$ cat config.mk
export PLATFORM = sky130hd
export DESIGN_NAME = marquee_scroller
export DESIGN_NICKNAME = d
export VERILOG_FILES = /design/src/rtl/marquee_scroller.sv
export SDC_FILE = /design/constraint.sdc
export NUM_CORES = 1
export LEC_CHECK = 0
export ABC_AREA = 1
export CAP_MARGIN = 5
export CELL_PAD_IN_SITES_DETAIL_PLACEMENT = 1
export CELL_PAD_IN_SITES_GLOBAL_PLACEMENT = 1
export CORE_AREA = 2 2 200 202
export DETAILED_ROUTE_END_ITERATION = 8
export DIE_AREA = 0 0 202 204
export GPL_TIMING_DRIVEN = 1
export PLACE_DENSITY = 0.68
export SYNTH_ARGS = -nofsm -noshare
export SYNTH_HDL_FRONTEND = slang
export SYNTH_SLANG_ARGS = --single-unit
$ cat constraint.sdc
create_clock -name clk -period 11.5 [get_ports clk]
set_clock_uncertainty 0.2 [all_clocks]
set_input_delay 2.3 -clock clk [delete_from_list [all_inputs] [get_ports clk]]
set_output_delay 2.3 -clock clk [all_outputs]
set_load 0.05 [all_outputs]
$ cat src/rtl/marquee_scroller.sv
// Scrolling ASCII marquee for a multiplexed 16-segment display: message buffer, digit refresh and scroll offset.
// Define MARQUEE_PAD_EN to append NUM_DIGITS virtual trailing spaces so the text scrolls fully off before repeating.
module marquee_scroller #(
  parameter int NUM_DIGITS = 4,
  parameter int MSG_DEPTH  = 32,
  parameter int MUX_DIV    = 1000,
  parameter int SCROLL_DIV = 12_000_000
) (
  input  logic                       clk,
  input  logic                       rst_n,
  input  logic                       msg_valid,
  input  logic [7:0]                 msg_data,
  output logic                       msg_ready,
  input  logic                       msg_clear,
  input  logic                       run,
  output logic [$clog2(MSG_DEPTH):0] msg_len,
  output logic [7:0]                 ascii,
  output logic [NUM_DIGITS-1:0]      digit_an,
  output logic                       scroll_wrap
);
  localparam int AW = (MSG_DEPTH > 1) ? $clog2(MSG_DEPTH) : 1;
  localparam int LW = $clog2(MSG_DEPTH) + 1;
  localparam int VW = $clog2(MSG_DEPTH + 2 * NUM_DIGITS) + 1;
  localparam int DW = (NUM_DIGITS > 1) ? $clog2(NUM_DIGITS) : 1;
  localparam int MW = $clog2(MUX_DIV);
  localparam int SW = (SCROLL_DIV > 1) ? $clog2(SCROLL_DIV) : 1;
`ifdef MARQUEE_PAD_EN
  localparam int PAD = NUM_DIGITS;
`else
  localparam int PAD = 0;
`endif

  localparam logic [MW-1:0] MUX_LAST = MW'(MUX_DIV - 1);
  localparam logic [DW-1:0] D_LAST   = DW'(NUM_DIGITS - 1);
  localparam logic [SW-1:0] SCR_LAST = SW'(SCROLL_DIV - 1);
  localparam logic [LW-1:0] DEPTH_L  = LW'(MSG_DEPTH);

  logic [7:0]    mem [MSG_DEPTH];
  logic [MW-1:0] mux_cnt;
  logic [DW-1:0] d;
  logic [SW-1:0] scr_cnt;
  logic          pending;
  logic [VW-1:0] offset;

  logic [VW-1:0] vlen, off_inc, sum, idx;
  logic          mux_tc, frame_end, scroll_en, step, append, in_range;
  logic [7:0]    char_d;

  assign msg_ready = msg_len < DEPTH_L;

  always_comb begin
    vlen      = VW'(msg_len) + VW'(PAD);
    mux_tc    = (mux_cnt == MUX_LAST);
    frame_end = mux_tc && (d == D_LAST);
    scroll_en = run && (msg_len != '0);
    step      = scroll_en && (scr_cnt == SCR_LAST);
    append    = msg_valid && msg_ready && !msg_clear;
    in_range  = offset < vlen;
    off_inc   = offset + VW'(1);
    sum       = offset + VW'(d);
    // vlen can be smaller than NUM_DIGITS, so a plain wrap-once is not enough here
    idx       = (vlen == '0) ? '0 : sum % vlen;
    char_d    = 8'h20;
    if (idx < VW'(msg_len)) char_d = mem[idx[AW-1:0]];
  end

  always_ff @(posedge clk) begin
    if (rst_n && append) mem[msg_len[AW-1:0]] <= msg_data;
  end

  always_ff @(posedge clk) begin
    if (!rst_n) begin
      msg_len     <= '0;
      offset      <= '0;
      pending     <= 1'b0;
      d           <= '0;
      mux_cnt     <= '0;
      scr_cnt     <= '0;
      ascii       <= 8'h20;
      digit_an    <= '1;
      scroll_wrap <= 1'b0;
    end else begin
      scroll_wrap <= 1'b0;
      mux_cnt     <= mux_tc ? '0 : mux_cnt + MW'(1);
      if (mux_tc) d <= (d == D_LAST) ? '0 : d + DW'(1);
      // Outputs load once at slot start, so an append mid-slot shows from the next slot.
      if (mux_cnt == '0) begin
        ascii    <= char_d;
        digit_an <= ~(NUM_DIGITS'(1) << d);
      end
      if (msg_clear) begin
        msg_len <= '0;
        offset  <= '0;
        pending <= 1'b0;
        scr_cnt <= '0;
      end else begin
        if (append)    msg_len <= msg_len + LW'(1);
        if (scroll_en) scr_cnt <= step ? '0 : scr_cnt + SW'(1);
        if (frame_end && !in_range) begin
          offset <= '0;
        end else if (frame_end && pending) begin
          if (off_inc == vlen) begin
            offset      <= '0;
            scroll_wrap <= 1'b1;
          end else begin
            offset <= off_inc;
          end
        end
        pending <= step || (pending && !(frame_end && in_range));
      end
    end
  end
endmodule
==> metrics.md, run 1 <==
| Metric | Value |
|---|---|
| Boundary Pins | `33` |
| Chip Width | `202 um` |
| CTS root buf | `clkbuf_16` |
| Critical path type | `flop to flop` |
| Final worst-path cycle share | `91.6%` |
| YS warnings | `0` |
| Largest driver fanout on the critical path | `22` |
| Num CTS Buffers | `37` |
| Slew headroom | `28.0%` |
| Vias in the first global route | `12,600` |
| Asr flop ratio synth | `0%` |
| CP max stage delay | `0.39 ns` |
| GP Congestion | `0.836` |
| Yosys cell types | `52` |
| Post-synth EDFFs | `256` |
| DIE AREA | `0.0412 mm2` |
| Power density over cell area | `206 mW/mm2` |
| Critical Path Slowest Stage Cell | `fa_2` |
| Inst Count DP | `2,089` |
| Setup crit start | `offset[0]$_SDFFE_PP0P_` |
| Max clock buf depth | `3` |
| Crit path time final | `10.53 ns` |
| Clk pin slew, worst setup/hold paths | `0.06 ns` |
| Initial antenna violation count | `1` |
| Hold Crit Class | `flop to flop` |
| Critical Path RT | `11.77 ns` |
| Area growth syn-to-layout | `13.9%` |
| Post-synth net total | `1,643` |
| GR Layer Usage met1 | `28.7%` |
| RR Startpoint | `offset[0]$_SDFFE_PP0P_` |
| Gr ovfl total | `0` |
| Overall power | `0.00364 W` |
| # port buffers | `32` |
| Pre-antenna DRT Iters | `5` |
| Worst R2R End | `ascii[6]$_SDFFE_PN0N_` |
| Crit path to | `ascii[6]$_SDFFE_PN0N_` |
| GR peak layer | `met2` |
| Mapped Area | `0.0155 mm2` |
| Element type at the critical path end | `flop` |
| Dpl hpwl | `28,900 um` |
| Count of non-filler cells in the finished layout | `2,166` |
| Final Hold Vio Count | `0` |
| Status | `complete, no violations` |
| Grt met3 use | `4.35%` |
| Htree depth | `2` |
| WHS | `0.264 ns` |
| Crit start category | `flop` |
| Largest net degree at the start of global routing | `81` |
| Cells after Synth | `1,575` |
| Max cap viols | `0` |
| Crit path DAT | `10.80 ns` |
| Drt total wl | `45,500 um` |
| DR WL/cell | `21.0 um` |
| #FFs+latches synth | `319` |
| Final setup viols | `0` |
| Final Slew Violations | `0` |
| Share of cells above drive strength 1 | `9.99%` |
| Worst reg-to-reg path cell count | `70` |
| Starting density of the core | `39.6%` |
| All-layer global routing usage | `22.5%` |
| First-pass GRT wire length | `71,600 um` |
| # diodes | `0` |
| Syn Area/Cell | `9.86 um2` |
| Met2 Use GR | `38.5%` |
| CTS tree | `yes` |
| FMAX | `94.9 MHz` |
| Reg2reg setup slack | `0.97 ns` |
| Placed cell area | `0.0163 mm2` |
| Via count | `11,800` |
| Seq/Total Area, Yosys | `57.6%` |
| Vias per Instance | `5.43` |
| Setup TNS | `0 ns` |
| Nets | `1,683` |
| Core area | `0.0392 mm2` |
| Design area | `0.0177 mm2` |
| DRT antenna net count | `0` |
| CP dominant cell by count | `nand2_1` |
| Predominant post-synthesis flop cell | `edfxtp_1` |
| Clk sinks | `319` |
| Post-route DRC | `0` |
| Cell Rows | `73` |
| Worst VDD drop | `0.000108 V` |
| Slew @ Worst Pin | `1.08 ns` |
| Later-pin clock latency in the skew report | `0.55 ns` |
| Static Leak | `6.69 nW` |
| DRT iter0 DRCs | `703` |
| Die height | `204 um` |
## where the power goes
group / switching, W / leakage [nW] / internal [W] / total (W)
Sequential: 0.0000152 / 2.81 / 0.00126 / 0.00128
Clock: 0.000483 / 0.577 / 0.000687 / 0.00117
Combinational: 0.000795 / 3.30 / 0.000401 / 0.00120
Total: 0.00129 / 6.69 / 0.00235 / 0.00364
## synth_stat cells (3+ instances only)
cell type    n  share of area, %
o21ai_0     39               1.3
xor2_1      18               1.0
nand2_2      8              0.32
inv_2       11              0.27
nor2_1      95               2.3
o21ai_1      5              0.16
nand2_1    320               7.7
clkbuf_1    19              0.46
a21oi_1     58               1.9
xnor2_1     10              0.56
o211ai_2     4              0.32
nor3_1      12              0.39
nand3_1    331                11
inv_1      132               3.2
buf_2       17              0.55
o211ai_1     4              0.19
dfxtp_1     63               8.1
nand4_1     14              0.56
ha_1        53               4.3
nor4_1       8              0.32
buf_6        9              0.65
nand2_4      3              0.22
nand3_2     11              0.71
nand3_4      4              0.45
or2_2        5              0.20
buf_4       20              0.97
o21bai_2     3              0.22
a211oi_1     4              0.19
edfxtp_1   256                50
nor2_2       6              0.24
## sequential cells by signal, summed over array words and instances (netlist names)
signal / flops
pending: 1
mem: 256
offset: 7
mux_cnt: 10
scroll_wrap: 1
d: 2
scr_cnt: 24
msg_len: 6
ascii: 8
digit_an: 4
## stage by stage
step | worst slack (ns) | util [%]
after detailed placement | 0.247 | 41.7
after CTS | 0.200 | 44.7
after global routing | -0.118 | 45.1
after floorplan | 1.83 | -
final | 0.966 | 45.1
after global placement | 0.836 | 41.7
## worst min-delay path by stage
stage / start / end / depth (start not counted)
6_report: mux_cnt[0]$_SDFF_PP0_ / mux_cnt[0]$_SDFF_PP0_ / 1
3_3_place_gp: mux_cnt[0]$_SDFF_PP0_ / mux_cnt[0]$_SDFF_PP0_ / 1
4_1_cts: mux_cnt[0]$_SDFF_PP0_ / mux_cnt[0]$_SDFF_PP0_ / 1
2_1_floorplan: mux_cnt[0]$_SDFF_PP0_ / mux_cnt[0]$_SDFF_PP0_ / 1
3_5_place_dp: mux_cnt[0]$_SDFF_PP0_ / mux_cnt[0]$_SDFF_PP0_ / 1
5_1_grt: pending$_SDFF_PP0_ / pending$_SDFF_PP0_ / 2
## area by class of cell
cell class | count | area (um2)
timing repair buffer | 68 | 668
inverter | 145 | 557
fill | 4383 | 21500
clock inverter | 13 | 168
multi-input combinational | 1044 | 5670
tap | 525 | 657
clock buffer | 52 | 1010
sequential | 319 | 8950
## metal layers
| metal | share of wire [%] | vias to the layer above |
|---|---|---|
| li1 | - | 5513 |
| met1 | 43 | 5869 |
| met2 | 48 | 302 |
| met3 | 5.7 | 83 |
| met4 | 2.9 | 0 |
| met5 | 0 | - |
## timing repair
item                                    4_1_cts  5_1_grt
endpoints found under the setup margin        0        8
hold endpoints to repair                      0        0
gates resized for setup                       0       27
setup buffers                                 0       12
hold buffers                                  0        0
## worst max-delay path, delay by kind of cell, from the launching register on
kind | cells | cell delay, ns
compound gates | 16 | 2.49
fa+ha+maj | 10 | 3.18
buf+inv | 8 | 0.83
flops | 1 | 0.35
simple gates | 36 | 3.41
## cell usage in the layout (no fill, tap or decap), drive strengths merged, types with 32 or more instances in the layout
master and instances:
ha 53, clkdlybuf4s50 32, nand2 331, buf 36, dfxtp 63, nor2 103, nand3 346, a21oi 59
inv 144, clkbuf 52, edfxtp 256, o21ai 44
## logic make-up after synthesis
kind of cell	Yosys count	share of synthesized area [%]
DFF	319	57.6
and+or+nand+nor	833	25.3
adders and majority gates	55	4.53
AOI/OAI and AO/OA	128	4.79
buffers and inverters	212	6.18
xor gates and xnor gates	28	1.58
Power figures use the tool's default switching activity.
==> run 2, diff against run 1 <==
--- a/config.mk
+++ b/config.mk
@@ -10,10 +10,12 @@
 export CELL_PAD_IN_SITES_DETAIL_PLACEMENT = 1
 export CELL_PAD_IN_SITES_GLOBAL_PLACEMENT = 1
 export CORE_AREA = 2 2 200 202
+export CTS_CLUSTER_SIZE = 24
 export DETAILED_ROUTE_END_ITERATION = 8
 export DIE_AREA = 0 0 202 204
 export GPL_TIMING_DRIVEN = 1
 export PLACE_DENSITY = 0.68
+export SETUP_SLACK_MARGIN = 0.2
 export SYNTH_ARGS = -nofsm -noshare
 export SYNTH_HDL_FRONTEND = slang
 export SYNTH_SLANG_ARGS = --single-unit
==> metrics.md, run 2 (synthesis results as in run 1) <==
| Metric | Value |
|---|---|
| Inst Count DP | `2,089 (unchanged)` |
| Final setup viols | `0 (unchanged)` |
| Critical Path Slowest Stage Cell | `fa_2 (unchanged)` |
| Boundary Pins | `33 (unchanged)` |
| CP max stage delay | `0.39 ns (about the same)` |
| Final worst-path cycle share | `90.5% (was 91.6%)` |
| Dpl hpwl | `28,900 um (unchanged)` |
| Largest register FFs | `256 (unchanged)` |
| DR WL/cell | `21.0 um (about the same)` |
| Later-pin clock latency in the skew report | `0.55 ns (about the same)` |
| Element type at the critical path end | `flop (unchanged)` |
| Worst R2R End | `ascii[0]$_SDFFE_PN0N_ (was ascii[6]$_SDFFE_PN0N_)` |
| All-layer global routing usage | `22.5% (unchanged)` |
| Cell Rows | `73 (unchanged)` |
| FILL cells | `4,382 (was 4,383)` |
| Worst Slack Setup Final | `1.09 ns (was 0.966 ns)` |
| Crit path time final | `10.41 ns (was 10.53 ns)` |
| FMAX | `96.1 MHz (was 94.9 MHz)` |
| Area of the multi-input gates | `0.00568 mm2 (was 0.00567 mm2)` |
| Nets | `1,684 (was 1,683)` |
| First-pass GRT wire length | `71,600 um (unchanged)` |
| Hold Crit Class | `flop to flop (unchanged)` |
| Setup Slack @ Placement | `0.247 ns (unchanged)` |
| Clk pin slew, worst setup/hold paths | `0.06 ns (about the same)` |
| Slew @ Worst Pin | `1.07 ns (was 1.08 ns)` |
| Commonest non-fill, non-tap cell in the layout | `nand3_1 (unchanged)` |
| CTS root buf | `clkbuf_16 (unchanged)` |
| Largest driver fanout on the critical path | `22 (unchanged)` |
| Critical path type | `flop to flop (unchanged)` |
| Crit start category | `flop (unchanged)` |
| Setup TNS | `0 ns (unchanged)` |
| Critical Path RT | `11.75 ns (was 11.77 ns)` |
| Post-route DRC | `0 (unchanged)` |
| Crit path DAT | `10.66 ns (was 10.80 ns)` |
| Commonest cells after routing, fill and taps aside | `nand3_1 (327), nand2_1 (319), edfxtp_1 (256) (was nand3_1 (328), nand2_1 (319), edfxtp_1 (256))` |
| Status | `complete, no violations (unchanged)` |
| Share of cells above drive strength 1 | `10.4% (was 9.99%)` |
| Htree depth | `2 (unchanged)` |
| Largest net degree at the start of global routing | `81 (unchanged)` |
| Core area | `0.0392 mm2 (unchanged)` |
| RR Startpoint | `offset[0]$_SDFFE_PP0P_ (unchanged)` |
| DRT iter0 DRCs | `664 (was 703)` |
| Drt total wl | `45,500 um (about the same)` |
| WHS | `0.264 ns (about the same)` |
| # port buffers | `32 (unchanged)` |
| Worst VDD drop | `0.000108 V (about the same)` |
| Worst reg-to-reg path cell count | `70 (unchanged)` |
| DRT antenna net count | `0 (unchanged)` |
| Reg area | `0.00895 mm2 (about the same)` |
| Clk sinks | `319 (unchanged)` |
| Initial antenna violation count | `1 (unchanged)` |
| RSZ-0062 raised after global routing | `false` |
| Chip Width | `202 um (unchanged)` |
| Final Slew Violations | `0 (unchanged)` |
| # diodes | `0 (unchanged)` |
| Crit path to | `ascii[0]$_SDFFE_PN0N_ (was ascii[6]$_SDFFE_PN0N_)` |
| Vias per Instance | `5.43 (about the same)` |
| CP dominant cell by count | `nand2_1 (unchanged)` |
| Via count | `11,800 (about the same)` |
| Count of non-filler cells in the finished layout | `2,167 (was 2,166)` |
| Power density over cell area | `206 mW/mm2 (about the same)` |
| Reg2reg setup slack | `1.09 ns (was 0.97 ns)` |
| Gr ovfl total | `0 (unchanged)` |
| DIE AREA | `0.0412 mm2 (unchanged)` |
| Num CTS Buffers | `37 (unchanged)` |
| Die height | `204 um (unchanged)` |
| Static Leak | `6.70 nW (was 6.69 nW)` |
| Overall power | `0.00365 W (was 0.00364 W)` |
| Max clock buf depth | `3 (unchanged)` |
| Area growth syn-to-layout | `14.1% (was 13.9%)` |
| Starting density of the core | `39.6% (unchanged)` |
| CTS tree | `yes (unchanged)` |
| Setup crit start | `offset[0]$_SDFFE_PP0P_ (unchanged)` |
| Final Hold Vio Count | `0 (unchanged)` |
| Pre-antenna DRT Iters | `5 (unchanged)` |
| Max cap viols | `0 (unchanged)` |
| GP Congestion | `0.836 (unchanged)` |
| Slew headroom | `28.3% (was 28.0%)` |
| Vias in the first global route | `12,600 (unchanged)` |
[run 2: routing by layer]
metal,vias up,GRT usage [%],routed length (um)
li1,5513,-,-
met1,5905,28.7,19500
met2,269,38.5,22100
met3,79,4.35,2640
met4,0,7.22,1290
met5,-,0,0
[run 2: worst min-delay path by stage]
stage                     startpoint                     to  slack (ns)  cells past startpoint
2_1_floorplan  mux_cnt[0]$_SDFF_PP0_  mux_cnt[0]$_SDFF_PP0_        0.23                      1
3_3_place_gp   mux_cnt[0]$_SDFF_PP0_  mux_cnt[0]$_SDFF_PP0_        0.25                      1
3_5_place_dp   mux_cnt[0]$_SDFF_PP0_  mux_cnt[0]$_SDFF_PP0_        0.26                      1
4_1_cts        mux_cnt[0]$_SDFF_PP0_  mux_cnt[0]$_SDFF_PP0_        0.27                      1
5_1_grt           pending$_SDFF_PP0_     pending$_SDFF_PP0_        0.30                      2
6_report       mux_cnt[0]$_SDFF_PP0_  mux_cnt[0]$_SDFF_PP0_        0.26                      1
[run 2: per-stage QoR]
stage	area (um2)	util, %
floorplan	15500	-
finish	17700	45.2
global route	17700	45.2
CTS	17500	44.7
detailed placement	16300	41.7
global placement	16300	41.7
[run 2: where the power goes]
part	switching [W]	internal, W	leakage, nW	total [W]
combinational	0.000798	0.000403	3.31	0.00120
sequential	0.0000154	0.00126	2.81	0.00128
clock	0.000484	0.000687	0.577	0.00117
[run 2: cell type report]
class	instances	share of cell area [%]
Sequential cell	319	50.6
Multi-Input combinational cell	1044	32.1
Timing Repair Buffer	69	3.82
Clock inverter	13	0.947
Clock buffer	52	5.72
Tap cell	525	3.71
Inverter	145	3.14
[run 2: critical path: cells and delay by family, from the launching register on]
kind,cells,cell delay [ns]
and+or+nand+nor,36,3.32
adders and majority gates,10,3.13
AOI/OAI and AO/OA,16,2.47
buffers and inverters,8,0.82
DFF,1,0.34
[run 2: timing repair]
item	CTS	global route
setup endpoints to repair	0	8
hold buffers	0	0
buffers inserted	0	13
hold endpoints to repair	0	0
resized for setup	0	35
==> run 3, diff against run 2 <==
--- a/config.mk
+++ b/config.mk
@@ -15,6 +15,7 @@
 export DIE_AREA = 0 0 202 204
 export GPL_TIMING_DRIVEN = 1
 export PLACE_DENSITY = 0.68
+export REMOVE_ABC_BUFFERS = 1
 export SETUP_SLACK_MARGIN = 0.2
 export SYNTH_ARGS = -nofsm -noshare
 export SYNTH_HDL_FRONTEND = slang
==> metrics.md, run 3 (synthesis results as in run 1) <==
| Metric | Value |
|---|---|
| # port buffers | `32 (unchanged)` |
| Slew @ Worst Pin | `1.06 ns (was 1.07 ns)` |
| Commonest cells after routing, fill and taps aside | `nand3_1 (328), nand2_1 (318), edfxtp_1 (256) (was nand3_1 (327), nand2_1 (319), edfxtp_1 (256))` |
| GP Congestion | `0.775 (was 0.836)` |
| DIE AREA | `0.0412 mm2 (unchanged)` |
| Dpl hpwl | `28,100 um (was 28,900 um)` |
| Vias per Instance | `5.40 (was 5.43)` |
| Initial antenna violation count | `0 (was 1)` |
| Final Hold Vio Count | `0 (unchanged)` |
| Hold Path End | `mux_cnt[0]$_SDFF_PP0_ (unchanged)` |
| Max clock buf depth | `3 (unchanged)` |
| Gr ovfl total | `0 (unchanged)` |
| RSZ-0062 raised after global routing | `false (unchanged)` |
| Pre-antenna DRT Iters | `4 (was 5)` |
| Hold path cells | `1 (unchanged)` |
| Num CTS Buffers | `36 (was 37)` |
| Clk sinks | `319 (unchanged)` |
| DR WL/cell | `20.6 um (was 21.0 um)` |
| Static Leak | `6.65 nW (was 6.70 nW)` |
| Final setup viols | `0 (unchanged)` |
| Clk pin slew, worst setup/hold paths | `0.06 ns (about the same)` |
| Post-layout util | `44.9% (was 45.2%)` |
| Status | `complete, no violations (unchanged)` |
| Chip Width | `202 um (unchanged)` |
| Largest net degree at the start of global routing | `141 (was 81)` |
| Worst VDD drop | `0.000105 V (was 0.000108 V)` |
| Worst R2R End | `ascii[5]$_SDFFE_PN1N_ (was ascii[0]$_SDFFE_PN0N_)` |
| Hold-fix buffers, CTS | `0 (unchanged)` |
| Element type at the critical path end | `flop (unchanged)` |
| Final worst-path cycle share | `90.7% (was 90.5%)` |
| Largest driver fanout on the critical path | `71 (was 22)` |
| Core area | `0.0392 mm2 (unchanged)` |
| Boundary Pins | `33 (unchanged)` |
| CP max stage delay | `0.51 ns (was 0.39 ns)` |
| Worst reg-to-reg path cell count | `71 (was 70)` |
| First-pass GRT wire length | `69,800 um (was 71,600 um)` |
| All-layer global routing usage | `21.8% (was 22.5%)` |
| Crit path DAT | `10.66 ns (about the same)` |
| FMAX | `95.9 MHz (was 96.1 MHz)` |
| Critical path type | `flop to flop (unchanged)` |
| Min-delay src | `mux_cnt[0]$_SDFF_PP0_ (unchanged)` |
| Die height | `204 um (unchanged)` |
| CTS tree | `yes (unchanged)` |
| Crit start category | `flop (unchanged)` |
| RR Startpoint | `offset[0]$_SDFFE_PP0P_ (unchanged)` |
| Critical Path Slowest Stage Cell | `buf_6 (was fa_2)` |
| DRT antenna net count | `0 (unchanged)` |
| Via count | `11,700 (was 11,800)` |
| Setup TNS | `0 ns (unchanged)` |
| Crit path time final | `10.43 ns (was 10.41 ns)` |
| Htree depth | `2 (unchanged)` |
| # diodes | `0 (unchanged)` |
| Critical Path RT | `11.73 ns (was 11.75 ns)` |
| Nets | `1,678 (was 1,684)` |
| DRT iter0 DRCs | `781 (was 664)` |
| Starting density of the core | `39.6% (unchanged)` |
| Reg2reg setup slack | `1.07 ns (was 1.09 ns)` |
| Cell Rows | `73 (unchanged)` |
| Area growth syn-to-layout | `13.3% (was 14.1%)` |
| Post-route DRC | `0 (unchanged)` |
| Share of cells above drive strength 1 | `9.85% (was 10.4%)` |
| Max cap viols | `0 (unchanged)` |
| Commonest non-fill, non-tap cell in the layout | `nand3_1 (unchanged)` |
| Later-pin clock latency in the skew report | `0.54 ns (was 0.55 ns)` |
| Drt total wl | `44,400 um (was 45,500 um)` |
| Vias in the first global route | `12,300 (was 12,600)` |
| Hold Crit Class | `flop to flop (unchanged)` |
| Final Slew Violations | `0 (unchanged)` |
| Largest register FFs | `256 (unchanged)` |
| CTS root buf | `clkbuf_16 (unchanged)` |
| Slew headroom | `29.1% (was 28.3%)` |
| Power density over cell area | `201 mW/mm2 (was 206 mW/mm2)` |
| CP dominant cell by count | `nand2_1 (unchanged)` |
run 3: cell types whose count changed in the layout (fill, tap and decap cells not counted), sizes merged:
| cell | before | now |
|---|---|---|
| clkinvlp | 2 | 1 |
| clkdlybuf4s50 | 32 | 30 |
| clkinv | 9 | 10 |
| inv | 144 | 146 |
| buf | 37 | 33 |
| bufinv | 3 | 1 |
| clkbuf | 52 | 50 |
run 3: timing repair:
| action | CTS | global route |
|---|---|---|
| gates resized for setup | 2 | 29 |
| gates cloned | 0 | 1 |
| pin swaps | 0 | 8 |
| setup endpoints to repair | 7 | 8 |
| buffers inserted | 0 | 8 |
run 3: worst max path at each step:
stage | startpoint | end | slack [ns] | cells after the start
after detailed placement | offset[0]$_SDFFE_PP0P_ | ascii[6]$_SDFFE_PN0N_ | 0.13 | 67
after global routing | offset[0]$_SDFFE_PP0P_ | ascii[7]$_SDFFE_PN0N_ | 0.16 | 68
after CTS | offset[0]$_SDFFE_PP0P_ | ascii[2]$_SDFFE_PN0N_ | 0.29 | 70
final | offset[0]$_SDFFE_PP0P_ | ascii[5]$_SDFFE_PN1N_ | 1.07 | 71
after floorplan | offset[0]$_SDFFE_PP0P_ | ascii[0]$_SDFFE_PN0N_ | 1.14 | 69
after global placement | offset[0]$_SDFFE_PP0P_ | ascii[2]$_SDFFE_PN0N_ | 0.64 | 67
run 3: where the power goes:
group / switching, W / total [W] / internal (W)
Sequential: 0.0000182 / 0.00128 / 0.00126
Combinational: 0.000788 / 0.00118 / 0.000393
Clock: 0.000460 / 0.00108 / 0.000621
run 3: routing by layer:
| layer | part of all wire (%) | global-route usage (%) |
|---|---|---|
| met1 | 45 | 29.1 |
| met2 | 48 | 36.4 |
| met3 | 4.4 | 3.17 |
| met4 | 2.6 | 7.14 |
| met5 | 0 | 0 |
run 3: metrics by stage:
| stage | setup WS, ns | area (um2) | power [W] | instances | hold WS [ns] |
|---|---|---|---|---|---|
| 3_5_place_dp | 0.129 | 16300 | 0.00237 | 2088 | 0.262 |
| 4_1_cts | 0.292 | 17400 | 0.00346 | 2150 | 0.271 |
| 6_report | 1.07 | 17600 | 0.00354 | 2159 | 0.264 |
| 2_1_floorplan | 1.14 | 15100 | 0.00202 | 1508 | 0.230 |
| 3_3_place_gp | 0.640 | 16300 | 0.00235 | 2088 | 0.245 |
| 5_1_grt | 0.158 | 17600 | 0.00373 | 2159 | 0.298 |
run 3: worst max-delay path: cells and delay by family (launching register included):
family          cells  cell delay [ns]
flops               1             0.36
buf+inv             9             1.18
compound gates     16             2.31
fa+ha+maj           9             2.68
simple gates       37             3.51
run 3: layout make-up:
type,count,area [um2]
Sequential cell,319,8950
Timing Repair Buffer,64,641
Clock buffer,49,981
Tap cell,525,657
Clock inverter,13,97.6
Fill cell,4386,21600
Multi-Input combinational cell,1044,5710
Inverter,145,553
